==> src/rtl/keypad_pkg.sv <==
// Shared key codes, matrix lookup and press-FSM encoding
// for the keypad value entry path.
package keypad_pkg;

    localparam logic [3:0] KEY_A    = 4'd10;
    localparam logic [3:0] KEY_B    = 4'd11;
    localparam logic [3:0] KEY_C    = 4'd12;
    localparam logic [3:0] KEY_D    = 4'd13;
    localparam logic [3:0] KEY_STAR = 4'd14;
    localparam logic [3:0] KEY_HASH = 4'd15;

    typedef enum logic [1:0] {
        ST_LOCKOUT,
        ST_IDLE,
        ST_HELD
    } press_state_t;

    // Matrix position (row, column) to key code
    function automatic logic [3:0] key_lookup(
        input logic [1:0] r,
        input logic [1:0] c
    );
        logic [3:0] code;
        code = 4'd0;
        case ({r, c})
            4'h0: code = 4'd1;
            4'h1: code = 4'd2;
            4'h2: code = 4'd3;
            4'h3: code = KEY_A;
            4'h4: code = 4'd4;
            4'h5: code = 4'd5;
            4'h6: code = 4'd6;
            4'h7: code = KEY_B;
            4'h8: code = 4'd7;
            4'h9: code = 4'd8;
            4'hA: code = 4'd9;
            4'hB: code = KEY_C;
            4'hC: code = KEY_STAR;
            4'hD: code = 4'd0;
            4'hE: code = KEY_HASH;
            4'hF: code = KEY_D;
        endcase
        return code;
    endfunction

endpackage

==> src/rtl/keypad_value_entry_if.sv <==
// Keypad matrix pins plus the key/entry result bundle.
// master = keypad block, slave = keypad hardware and consumers.
interface keypad_value_entry_if;

    logic [3:0]  row;
    logic [3:0]  col;
    logic        key_valid;
    logic [3:0]  key_code;
    logic [13:0] entry;
    logic [13:0] entered_value;
    logic        enter_pulse;

    modport master (
        output row,
        input  col,
        output key_valid,
        output key_code,
        output entry,
        output entered_value,
        output enter_pulse
    );

    modport slave (
        input  row,
        output col,
        input  key_valid,
        input  key_code,
        input  entry,
        input  entered_value,
        input  enter_pulse
    );

endinterface

==> src/rtl/keypad_scanner.sv <==
// Row scan, column sync, frame debounce and single-press
// detection for a 4x4 active-low keypad matrix.
module keypad_scanner
    import keypad_pkg::*;
#(
    parameter int SCAN_CYCLES     = 50000,
    parameter int DEBOUNCE_FRAMES = 4
) (
    input  logic       clk,
    input  logic       rst,
    output logic [3:0] row,
    input  logic [3:0] col,
    output logic       press,
    output logic [3:0] press_code,
    output logic       key_valid,
    output logic [3:0] key_code
);

    localparam int DW = $clog2(SCAN_CYCLES);
    localparam int MW = $clog2(DEBOUNCE_FRAMES + 1);
    localparam logic [DW-1:0] DWELL_LAST = DW'(SCAN_CYCLES - 1);
    localparam logic [MW-1:0] MATCH_LAST = MW'(DEBOUNCE_FRAMES - 1);

    logic [DW-1:0] dwell;
    logic [1:0]    ridx;
    logic [3:0]    col_s1;
    logic [3:0]    col_s2;
    logic [11:0]   frame_map;
    logic [15:0]   prev_map;
    logic [15:0]   stable_map;
    logic [MW-1:0] match_cnt;
    logic [MW-1:0] match_nxt;
    logic [15:0]   full_map;
    logic [3:0]    hit_idx;
    logic          tc;
    logic          frame_end;
    logic          accepted;
    logic          map_new;
    logic          map_zero;
    logic          single;

    press_state_t state_q;
    press_state_t state_d;

    assign row       = ~(4'b0001 << ridx);
    assign tc        = (dwell == DWELL_LAST);
    assign frame_end = tc && (ridx == 2'd3);
    // Row 3 is sampled in the frame-end cycle itself
    assign full_map  = {~col_s2, frame_map};
    assign map_zero  = (full_map == 16'd0);
    assign single    = !map_zero &&
                       ((full_map & (full_map - 16'd1)) == 16'd0);

    always_comb begin
        match_nxt = '0;
        if (full_map == prev_map) begin
            if (match_cnt == MATCH_LAST)
                match_nxt = match_cnt;
            else
                match_nxt = match_cnt + MW'(1);
        end
    end

    assign accepted = frame_end && (match_nxt == MATCH_LAST);
    assign map_new  = accepted && (full_map != stable_map);

    always_comb begin
        hit_idx = 4'd0;
        for (int i = 0; i < 16; i++) begin
            if (full_map[i])
                hit_idx = 4'(i);
        end
    end

    assign press_code = key_lookup(hit_idx[3:2], hit_idx[1:0]);

    always_comb begin
        state_d = state_q;
        press   = 1'b0;
        unique case (state_q)
            ST_LOCKOUT: begin
                if (accepted && map_zero)
                    state_d = ST_IDLE;
            end
            ST_IDLE: begin
                if (map_new && !map_zero) begin
                    state_d = ST_HELD;
                    press   = single;
                end
            end
            ST_HELD: begin
                if (accepted && map_zero)
                    state_d = ST_IDLE;
            end
            default: state_d = ST_LOCKOUT;
        endcase
    end

    always_ff @(posedge clk or posedge rst) begin
        if (rst)
            state_q <= ST_LOCKOUT;
        else
            state_q <= state_d;
    end

    always_ff @(posedge clk or posedge rst) begin
        if (rst) begin
            dwell      <= '0;
            ridx       <= 2'd0;
            col_s1     <= 4'd0;
            col_s2     <= 4'd0;
            frame_map  <= 12'd0;
            prev_map   <= 16'd0;
            stable_map <= 16'd0;
            match_cnt  <= '0;
            key_valid  <= 1'b0;
            key_code   <= 4'd0;
        end else begin
            col_s1 <= col;
            col_s2 <= col_s1;
            if (tc) begin
                dwell <= '0;
                ridx  <= ridx + 2'd1;
            end else begin
                dwell <= dwell + DW'(1);
            end
            if (tc && (ridx != 2'd3))
                frame_map[{ridx, 2'b00} +: 4] <= ~col_s2;
            if (frame_end) begin
                prev_map  <= full_map;
                match_cnt <= match_nxt;
            end
            if (map_new)
                stable_map <= full_map;
            key_valid <= press;
            if (press)
                key_code <= press_code;
        end
    end

endmodule

==> src/rtl/keypad_value_entry.sv <==
// Keypad front end: scanner plus decimal entry accumulator
// and commit registers for a 0..9999 value.
module keypad_value_entry
    import keypad_pkg::*;
#(
    parameter int SCAN_CYCLES     = 50000,
    parameter int DEBOUNCE_FRAMES = 4
) (
    input  logic clk,
    input  logic rst,
    keypad_value_entry_if.master bus
);

    logic        press;
    logic [3:0]  press_code;
    logic [13:0] entry_q;
    logic [13:0] entered_q;
    logic        pulse_q;
    logic [13:0] entry_x10;
    logic [13:0] entry_div10;

    keypad_scanner #(
        .SCAN_CYCLES    (SCAN_CYCLES),
        .DEBOUNCE_FRAMES(DEBOUNCE_FRAMES)
    ) u_scan (
        .clk       (clk),
        .rst       (rst),
        .row       (bus.row),
        .col       (bus.col),
        .press     (press),
        .press_code(press_code),
        .key_valid (bus.key_valid),
        .key_code  (bus.key_code)
    );

    // Only used while entry <= 999, so the shifts cannot overflow
    assign entry_x10   = {entry_q[10:0], 3'b000} + {entry_q[12:0], 1'b0};
    assign entry_div10 = entry_q / 14'd10;

    always_ff @(posedge clk or posedge rst) begin
        if (rst) begin
            entry_q   <= 14'd0;
            entered_q <= 14'd0;
            pulse_q   <= 1'b0;
        end else begin
            pulse_q <= 1'b0;
            if (press) begin
                unique case (1'b1)
                    (press_code <= 4'd9): begin
                        if (entry_q <= 14'd999)
                            entry_q <= entry_x10 + {10'd0, press_code};
                    end
                    (press_code == KEY_STAR): entry_q <= entry_div10;
                    (press_code == KEY_HASH): begin
                        entered_q <= entry_q;
                        pulse_q   <= 1'b1;
                        entry_q   <= 14'd0;
                    end
                    (press_code == KEY_D): entry_q <= 14'd0;
                    default: ;
                endcase
            end
        end
    end

    assign bus.entry         = entry_q;
    assign bus.entered_value = entered_q;
    assign bus.enter_pulse   = pulse_q;

endmodule

==> src/flat_wrapper.sv <==
// flat-port wrapper written by rule: the top's interface ports become plain ports
module keypad_value_entry_flat import keypad_pkg::*;
#(
    parameter int SCAN_CYCLES     = 50000,
    parameter int DEBOUNCE_FRAMES = 4
)
  (clk, rst, bus_row, bus_col, bus_key_valid, bus_key_code, bus_entry, bus_entered_value, bus_enter_pulse);
  keypad_value_entry_if bus_i ();
  input  logic clk;
  input  logic rst;
  output wire logic [$bits(bus_i.row)-1:0] bus_row;
  input wire logic [$bits(bus_i.col)-1:0] bus_col;
  output wire logic [$bits(bus_i.key_valid)-1:0] bus_key_valid;
  output wire logic [$bits(bus_i.key_code)-1:0] bus_key_code;
  output wire logic [$bits(bus_i.entry)-1:0] bus_entry;
  output wire logic [$bits(bus_i.entered_value)-1:0] bus_entered_value;
  output wire logic [$bits(bus_i.enter_pulse)-1:0] bus_enter_pulse;
  assign bus_row = bus_i.row;
  assign bus_i.col = bus_col;
  assign bus_key_valid = bus_i.key_valid;
  assign bus_key_code = bus_i.key_code;
  assign bus_entry = bus_i.entry;
  assign bus_entered_value = bus_i.entered_value;
  assign bus_enter_pulse = bus_i.enter_pulse;
  keypad_value_entry #(.SCAN_CYCLES(SCAN_CYCLES), .DEBOUNCE_FRAMES(DEBOUNCE_FRAMES)) u_core (.clk(clk), .rst(rst), .bus(bus_i));
endmodule
==> config.mk <==
export PLATFORM = sky130hd
export DESIGN_NAME = keypad_value_entry_flat
export DESIGN_NICKNAME = d
export VERILOG_FILES = /design/src/rtl/keypad_pkg.sv /design/src/rtl/keypad_value_entry_if.sv /design/src/rtl/keypad_scanner.sv /design/src/rtl/keypad_value_entry.sv /design/src/flat_wrapper.sv
export SDC_FILE = /design/constraint.sdc
export NUM_CORES = 1
export LEC_CHECK = 0
export ABC_AREA = 1
export ABC_CLOCK_PERIOD_IN_PS = 8600
export CAP_MARGIN = 20
export CORE_UTILIZATION = 50
export CTS_BUF_LIST = sky130_fd_sc_hd__clkbuf_16
export CTS_CLUSTER_DIAMETER = 60
export DETAILED_ROUTE_END_ITERATION = 8
export GPL_ROUTABILITY_DRIVEN = 0
export HOLD_SLACK_MARGIN = 0.06
export PLACE_DENSITY = 0.73
export SYNTH_ARGS = -nofsm -noshare
export SYNTH_HDL_FRONTEND = slang
export SYNTH_SLANG_ARGS = --single-unit
==> constraint.sdc <==
create_clock -name clk -period 8.6 [get_ports clk]
set_clock_uncertainty 0.1 [all_clocks]
set_input_delay 1.29 -clock clk [delete_from_list [all_inputs] [get_ports clk]]
set_output_delay 1.29 -clock clk [all_outputs]
set_load 0.01 [all_outputs]
# Word level (Yosys, flattened, before mapping)
# Memories as Yosys holds them, arrays and structs flattened.
# Index checks and enable logic that the tools add are counted.
# totals
register_bits	109
latch_bits	0
mem_bits_rw	0
mem_bits_ro	64
output_inout_bits	38
word_cells	91
memories	1
# mem_list
memory	words	word_bits	rd	rd_ports_with_merged_regs	write_ports	line	source
(name not given)	16	4	1	0	0	keypad_pkg.sv:25	case ({r, c})
# classes
addsub	7
multipliers	0
n_div	1
order_cmp	2
eq_ne	15
shift	3
muxes	28
n_bitwise	3
reduce_logical	17
# op_table
op	n
two-way mux 4 bit	14
one-hot mux 14 bit (3 select lines)	1
zero test 16 bit	2
adder 16 x 1 -> 16 bit (second input constant)	1
bitwise AND 16 bit	1
equality test 16 bit	1
equality test 16 bit (second input constant)	1
two-way mux 16 bit	1
inequality test 16 bit	1
subtractor 16 x 1 -> 16 bit (second input constant)	1
adder 14 bit	1
adder 14 x 4 -> 14 bit	1
divider 14 x 4 -> 14 bit (second input constant)	1
less-or-equal comparator 14 x 10 -> 1 bit (second input constant)	1
two-way mux 14 bit	1
bitwise mux 12 bit	1
equality test 4 bit (second input constant)	3
variable shift 4 x 6 -> 12 bit (first input constant)	1
variable part select 4 x 6 -> 12 bit	1
inverter 4 bit	2
logical AND 1 bit	7
equality test 3 x 2 -> 1 bit (second input constant)	2
two-way mux 3 bit	2
inequality test 2 bit (second input constant)	3
17 further kinds	25

# Longest topological paths before layout
# An unclocked memory read counts as a cell.
# depth
depth_word	20
ltp_mapped	45

# By module
# From an unflattened synthesis, not the netlist that was laid out.
# hier_totals
cells_unflattened	959
area_unflattened_um2	7249.5
# by_module_without_submodules
module	n_inst	cells_each	area_each_um2	seq_area_each_um2
keypad_scanner	1	566	4498.1	2001.9
keypad_value_entry	1	393	2751.4	725.7

# Worst setup path before layout
# OpenSTA, ideal clock, no wires.
# synth_path
path_kind	register to register
startpoint	register u_core.u_scan.frame_map[2]
endpoint	register u_core.entry_q[12] (netlist: u_core.bus.entry[12])
setup_time_ps	120
arrival_time_ps	4158
t_required_ps	8380
path_slack_ps	4222
path_stages_with_launch	34
synth_period_minus_slack_ps	4378
path_cell_list	dfrtp_1 clkbuf_1 o21ai_0 a21oi_1 o21ai_0 a21oi_1 o21ai_0 nand2_1 nand3_1 o21ai_0 ha_1 o21ai_0 a32oi_1 inv_1 ha_1 ha_1 fa_1 a21oi_1 o21bai_1 nand2_1 a21oi_1 nor2_1 nor2_1 nor2_1 inv_1 a21oi_1 nor2_1 nor2_1 nor2_1 nor2_1 xor2_1 o21ai_0 o21ai_0 inv_1
# synth_between
elab_chain_len	19
word_cells_on_any_way	41
cone_classes	2 x add/sub; 1 x order compare; 7 x eq/ne; 19 x mux; 1 x bitwise; 10 x reduce/logical; 1 x memory
# synth_rtl
item	line	source
from (decl)	keypad_scanner.sv:28	logic [11:0] frame_map;
from (signal, indexed assignment)	keypad_scanner.sv:128	frame_map[{ridx, 2'b00} +: 4] <= ~col_s2;
two-way mux 4 bit (*) (14 in series)	keypad_scanner.sv:70	if (full_map[i])
memory read (16 x 4 bit) (*)	n/a	
named net u_core.press_code[2]	keypad_value_entry.sv:15	logic [3:0] press_code;
branches (longest 4 deep; another with adder 14 x 4 -> 14 bit)	n/a	
to (signal assigned)	keypad_value_entry.sv:51	entry_q <= entry_x10 + {10'd0, press_code};
to (signal assigned)	keypad_value_entry.sv:53	(press_code == KEY_STAR): entry_q <= entry_div10;
to (decl)	keypad_value_entry.sv:16	logic [13:0] entry_q;
# Mark *: on every way through the listed nets, which the timed path passes. The select of a mux whose other input is x is not followed.
# A chain may end at the register's enable or synchronous reset.

# Final worst setup path
# layout_path
startpoint	register u_core.u_scan.dwell[0]
endpoint	register u_core.entered_q[12] (netlist: u_core.bus.entered_value[12])
# layout_between
elab_chain_len	8
# layout_rtl
item	line	source
from (decl)	keypad_scanner.sv:24	logic [DW-1:0] dwell;
from (signal assigned)	keypad_scanner.sv:125	dwell <= dwell + DW'(1);
equality test 16 bit	keypad_scanner.sv:46	assign tc = (dwell == DWELL_LAST);
logical AND 1 bit	keypad_scanner.sv:47	assign frame_end = tc && (ridx == 2'd3);
logical AND 1 bit	keypad_scanner.sv:64	assign accepted = frame_end && (match_nxt == MATCH_LAST);
logical AND 1 bit	keypad_scanner.sv:65	assign map_new = accepted && (full_map != stable_map);
logical AND 1 bit	keypad_scanner.sv:86	if (map_new && !map_zero) begin
two-way mux 1 bit	keypad_scanner.sv:86	
two-way mux 1 bit	keypad_scanner.sv:80	unique case (state_q)
named net u_core.press	keypad_value_entry.sv:14	logic press;
AND reduction 2 bit (no line)	n/a	
to (signal assigned)	keypad_value_entry.sv:55	entered_q <= entry_q;
to (decl)	keypad_value_entry.sv:17	logic [13:0] entered_q;
# The timed path passes the listed nets, and every way through them passes these cells.

==> impl_summary.md <==
Run status
The flow ran to the end, and the final reports show no timing, DRC or antenna violations.

STA
The post-route fraction of the period consumed by the critical path is 0.594. The number of endpoints with negative hold slack in the final report came to 0. The worst hold slack is 0.252 ns.

The setup TNS after final layout is 0 ns. The number of slew-limit violations in the final report is 0. The clock period could shrink to 5.11 ns. The setup-violating endpoint count in the final report is 0. Headroom to the max-slew limit came out at 0.457. Across all setup checks in the final design, the least slack found is 3.49 ns. For the pin with the worst max-slew slack, the measured transition is 0.813 ns. Based on the critical path, the design can be clocked at up to 196 MHz. Setup repair after global routing left no endpoint under its margin.

Drt
The total DRC errors in the routed layout is 0. The count of TritonRoute iterations in the first routing pass is 7. After the first detailed-routing iteration, the DRC count stood at 288. The count of nets left with antenna violations once routing finished came out at 0.

The wire length after detailed routing is 15.1 mm. The average vias per placed instance is 5.20. Detailed routing inserted a total of 5811 vias. The average wire length per cell after detail routing is 13.5 µm.

Synth
The synthesized design contains 109 register bits. Averaged over all synthesized cells, the footprint is 7.69 µm². The count of flip-flops with a built-in enable after synthesis is 0. Summing every instance area after synthesis gives 6910 µm². During synthesis, Yosys emitted a total of 0 warnings. The top flip-flop cell by instance count after synthesis is dfrtp_1. The synthesized instance count is 899.

The sequential cell area fraction in the yosys report is 0.395. For this run, asynchronously set or reset flops after synthesis account for 1.00. The synthesized netlist net count is 939. The number of distinct library cells after synthesis is 49.

Placed design
The wire-length estimate of the detail-placed layout is 11.2 mm. Timing analysis after detailed placement gives a worst setup slack of 3.41 ns. The count of buffers from port buffering is 43.

Once placement completed, the tool counted placed cells totaling 1102.

Worst setup path
The worst path required time is 8.76 ns. The startpoint identified for the worst register-to-register timing path is u_core.u_scan.dwell[0]. The kind of cell with the highest combined delay on the critical path is simple AND/OR/NAND/NOR gates. The end of the worst register-to-register path is u_core.bus.entered_value[12].

For this run, the slowest stage of the critical path takes 0.62 ns. The arrival time of data at the critical path endpoint is 5.27 ns. Counting stages on the worst path, the most repeated cell is nor2_1. The critical path buffer and inverter count is 5.

The number of cell instances on the worst register-to-register path is 20. The kind of start point of the critical path is a flip-flop. The maximum fanout along the worst path is 31.

The critical path endpoint category is a flip-flop. The cell with the biggest individual delay on the critical path is nand2_1. The critical path goes through ha_1 -> nand2_1 -> nor2_1 -> inv_1 -> nor2_1 -> nand2_1 -> nor2_1 -> inv_1 -> nor2_1 -> nand2_1 -> nor3_1 -> nand2_1 -> or2_2 -> nor2_1 -> inv_1 -> nor2_1 -> inv_1 -> nor2_1 -> clkinv_1 -> o21ai_0.

Setup slack on the worst reg-to-reg path comes out at 3.49 ns. The classification of the worst setup path is reg -> reg.

CTS
After clock tree synthesis, the flow added hold-fix buffers numbering 0. Clock tree synthesis inserted a total of 9 buffers. The number of post-CTS setup repair buffers is 0.

Post-CTS repair changed the size of 0 cells. Clock-pin slew was measured on the worst setup and hold paths at 0.08 ns. The clock tree synthesis step divided the H-tree into 3 levels. The clock tree from TritonCTS is built. The clock drives 109 sinks. Counting along the longest clock path gives a buffer depth of 2. At the later pin of the worst-skew pair, clock insertion delay measures 0.36 ns. The master cell of the clock root buffer is clkbuf_16.

Floorplanning
In this run the horizontal extent of the chip is 120 µm. The top-level port count is 44. The area of the core region is 13300 µm². In this run the core area contains 42 standard-cell rows. For this configuration, the core starts out at a cell density of 0.518. The total die area is 14300 µm². The die height is 120 µm.

Pwr
Summed over all cells, the static leakage comes to 3.92 nW. The share of total power dissipated in combinational logic is 0.037. Summed over all nets, the switching power comes to 0.241 mW. The areal power density over the cells is 124 nW/µm². The share of total power dissipated in sequential elements is 0.535. Of the total power, the share spent switching nets is 0.248.

IR analysis of the VDD net gives a maximum drop of 0.000117 V. The clock share of power is 0.428. The internal power of the cells totals 0.728 mW.

Global route
Entering global routing, the biggest net connects 63 pins. After global routing the overflow that remains totals 0. The first global-routing pass estimated 26.1 mm of wire.

In the global route stage, overall resource usage came out at 0.227. The number of antenna violations at the first check in global routing came to 0. The via count of the first global-routing pass is 5466.

Worst hold path
The worst hold path passes through 0 cells. The tightest min-delay check is of the reg -> reg type. In this run the most critical hold path is launched from u_core.u_scan.col_s1[3].

The worst min-delay path endpoint is u_core.u_scan.col_s2[3].

Final layout
The layout has 1252 filler cells. Relative to the synthesized area, the layout overhead comes to 12.6%. The final standard cell count with taps included and fillers excluded is 1118.

In the layout the commonest cells are nand2_1 (187), inv_1 (134), dfrtp_1 (109). The library cell used most frequently in the layout, excluding fill and tap cells, is nand2_1. In the final layout, the share of cells above drive strength 1 is 0.0892.

Measured on the finished design, the core utilization comes to 0.583. The final net count is 977. The repair_antennas step left the layout with diodes totalling 0.

Job
Across the run, the number of max-cap violations was 0.
-- metal layers --
metal,vias to the layer above,track usage,wire (µm)
li1,2989,-,-
met1,2682,0.332,7570
met2,127,0.348,6640
met3,13,0.0380,739
met4,0,0.0625,166
met5,-,0,0
-- power by group through the flow --
stage               registers, mW  logic [mW]  clock network (mW)
floorplan                   0.525      0.0275                   0
global placement            0.528      0.0367                   0
detailed placement          0.528      0.0368                   0
CTS                         0.517      0.0370               0.425
global route                0.518      0.0417               0.442
finish                      0.517      0.0360               0.415
-- worst reg2reg max path, delay by kind of cell (launching register included) --
kind            cells  cell delay, ns
simple gates       13            2.99
buf+inv             5            0.93
compound gates      1            0.42
flops               1            0.37
fa+ha+maj           1            0.18
-- worst max-delay path by stage --
stage,startpoint,to,depth (start not counted)
floorplan,u_core.u_scan.frame_map[2],u_core.bus.entry[12],33
global placement,u_core.u_scan.frame_map[1],u_core.bus.entry[12],24
detailed placement,u_core.u_scan.dwell[0],u_core.bus.entered_value[13],20
CTS,u_core.u_scan.dwell[0],u_core.bus.entered_value[12],20
global route,u_core.u_scan.dwell[0],u_core.bus.entered_value[12],20
finish,u_core.u_scan.dwell[0],u_core.bus.entered_value[12],20
-- state kept, by name, summed over array words and instances (netlist names), 3 cells and up --
register / flops
u_core.bus.entered_value: 14
u_core.u_scan.col_s2: 4
u_core.u_scan.col_s1: 4
u_core.bus.entry: 14
u_core.u_scan.match_cnt: 3
u_core.u_scan.prev_map: 16
u_core.u_scan.key_code: 4
u_core.u_scan.dwell: 16
u_core.u_scan.stable_map: 16
u_core.u_scan.frame_map: 12
-- cells in the mapped netlist (3+ instances only) --
master,count,area share
clkbuf_1,16,0.0087
xor2_1,20,0.025
inv_2,5,0.0027
o21ai_0,85,0.062
a32oi_1,3,0.0038
a31oi_1,4,0.0036
nand4_1,21,0.019
nand3_4,3,0.0076
dfrtp_1,109,0.39
nand2_4,6,0.0098
nand3_1,38,0.028
ha_1,32,0.058
inv_1,135,0.073
nand2_1,187,0.10
nor4_1,5,0.0045
o21bai_1,4,0.0043
o22ai_1,3,0.0027
a21oi_1,30,0.022
xnor2_1,13,0.016
a22oi_1,8,0.0087
nor3_1,8,0.0058
clkinv_1,4,0.0022
o211ai_1,3,0.0033
or2_2,7,0.0063
nand2_2,26,0.024
nand3_2,9,0.013
a211oi_1,3,0.0033
nor2_1,82,0.045
buf_6,3,0.0049
-- cell families (layout without fill, tap and decap cells) --
kind of cell	after synthesis	in the layout	share of synthesized area
AO/OA/AOI/OAI	157	157	0.131
XOR/XNOR	33	33	0.0418
adder cells (fa/ha/maj)	35	35	0.0652
buffers and inverters	164	207	0.0927
flip-flops	109	109	0.395
multiplexers	2	2	0.00308
AND/OR/NAND/NOR	399	399	0.271
-- area by class of cell --
type / instances / area (µm²) / area share
Multi-Input combinational cell: 626 / 3540 / 0.455
Sequential cell: 109 / 2730 / 0.351
Inverter: 145 / 549 / 0.0706
Timing Repair Buffer: 46 / 450 / 0.0579
Clock buffer: 9 / 225 / 0.0289
Tap cell: 176 / 220 / 0.0283
Clock inverter: 7 / 63.8 / 0.00820
-- through the flow --
| stage | area (µm²) | power, mW |
|---|---|---|
| 5_1_grt | 7780 | 1.00 |
| 2_1_floorplan | 6910 | 0.552 |
| 3_5_place_dp | 7490 | 0.565 |
| 4_1_cts | 7780 | 0.979 |
| 3_3_place_gp | 7490 | 0.564 |
| 6_report | 7780 | 0.968 |
No activity file was read; power rests on OpenSTA's default activity.
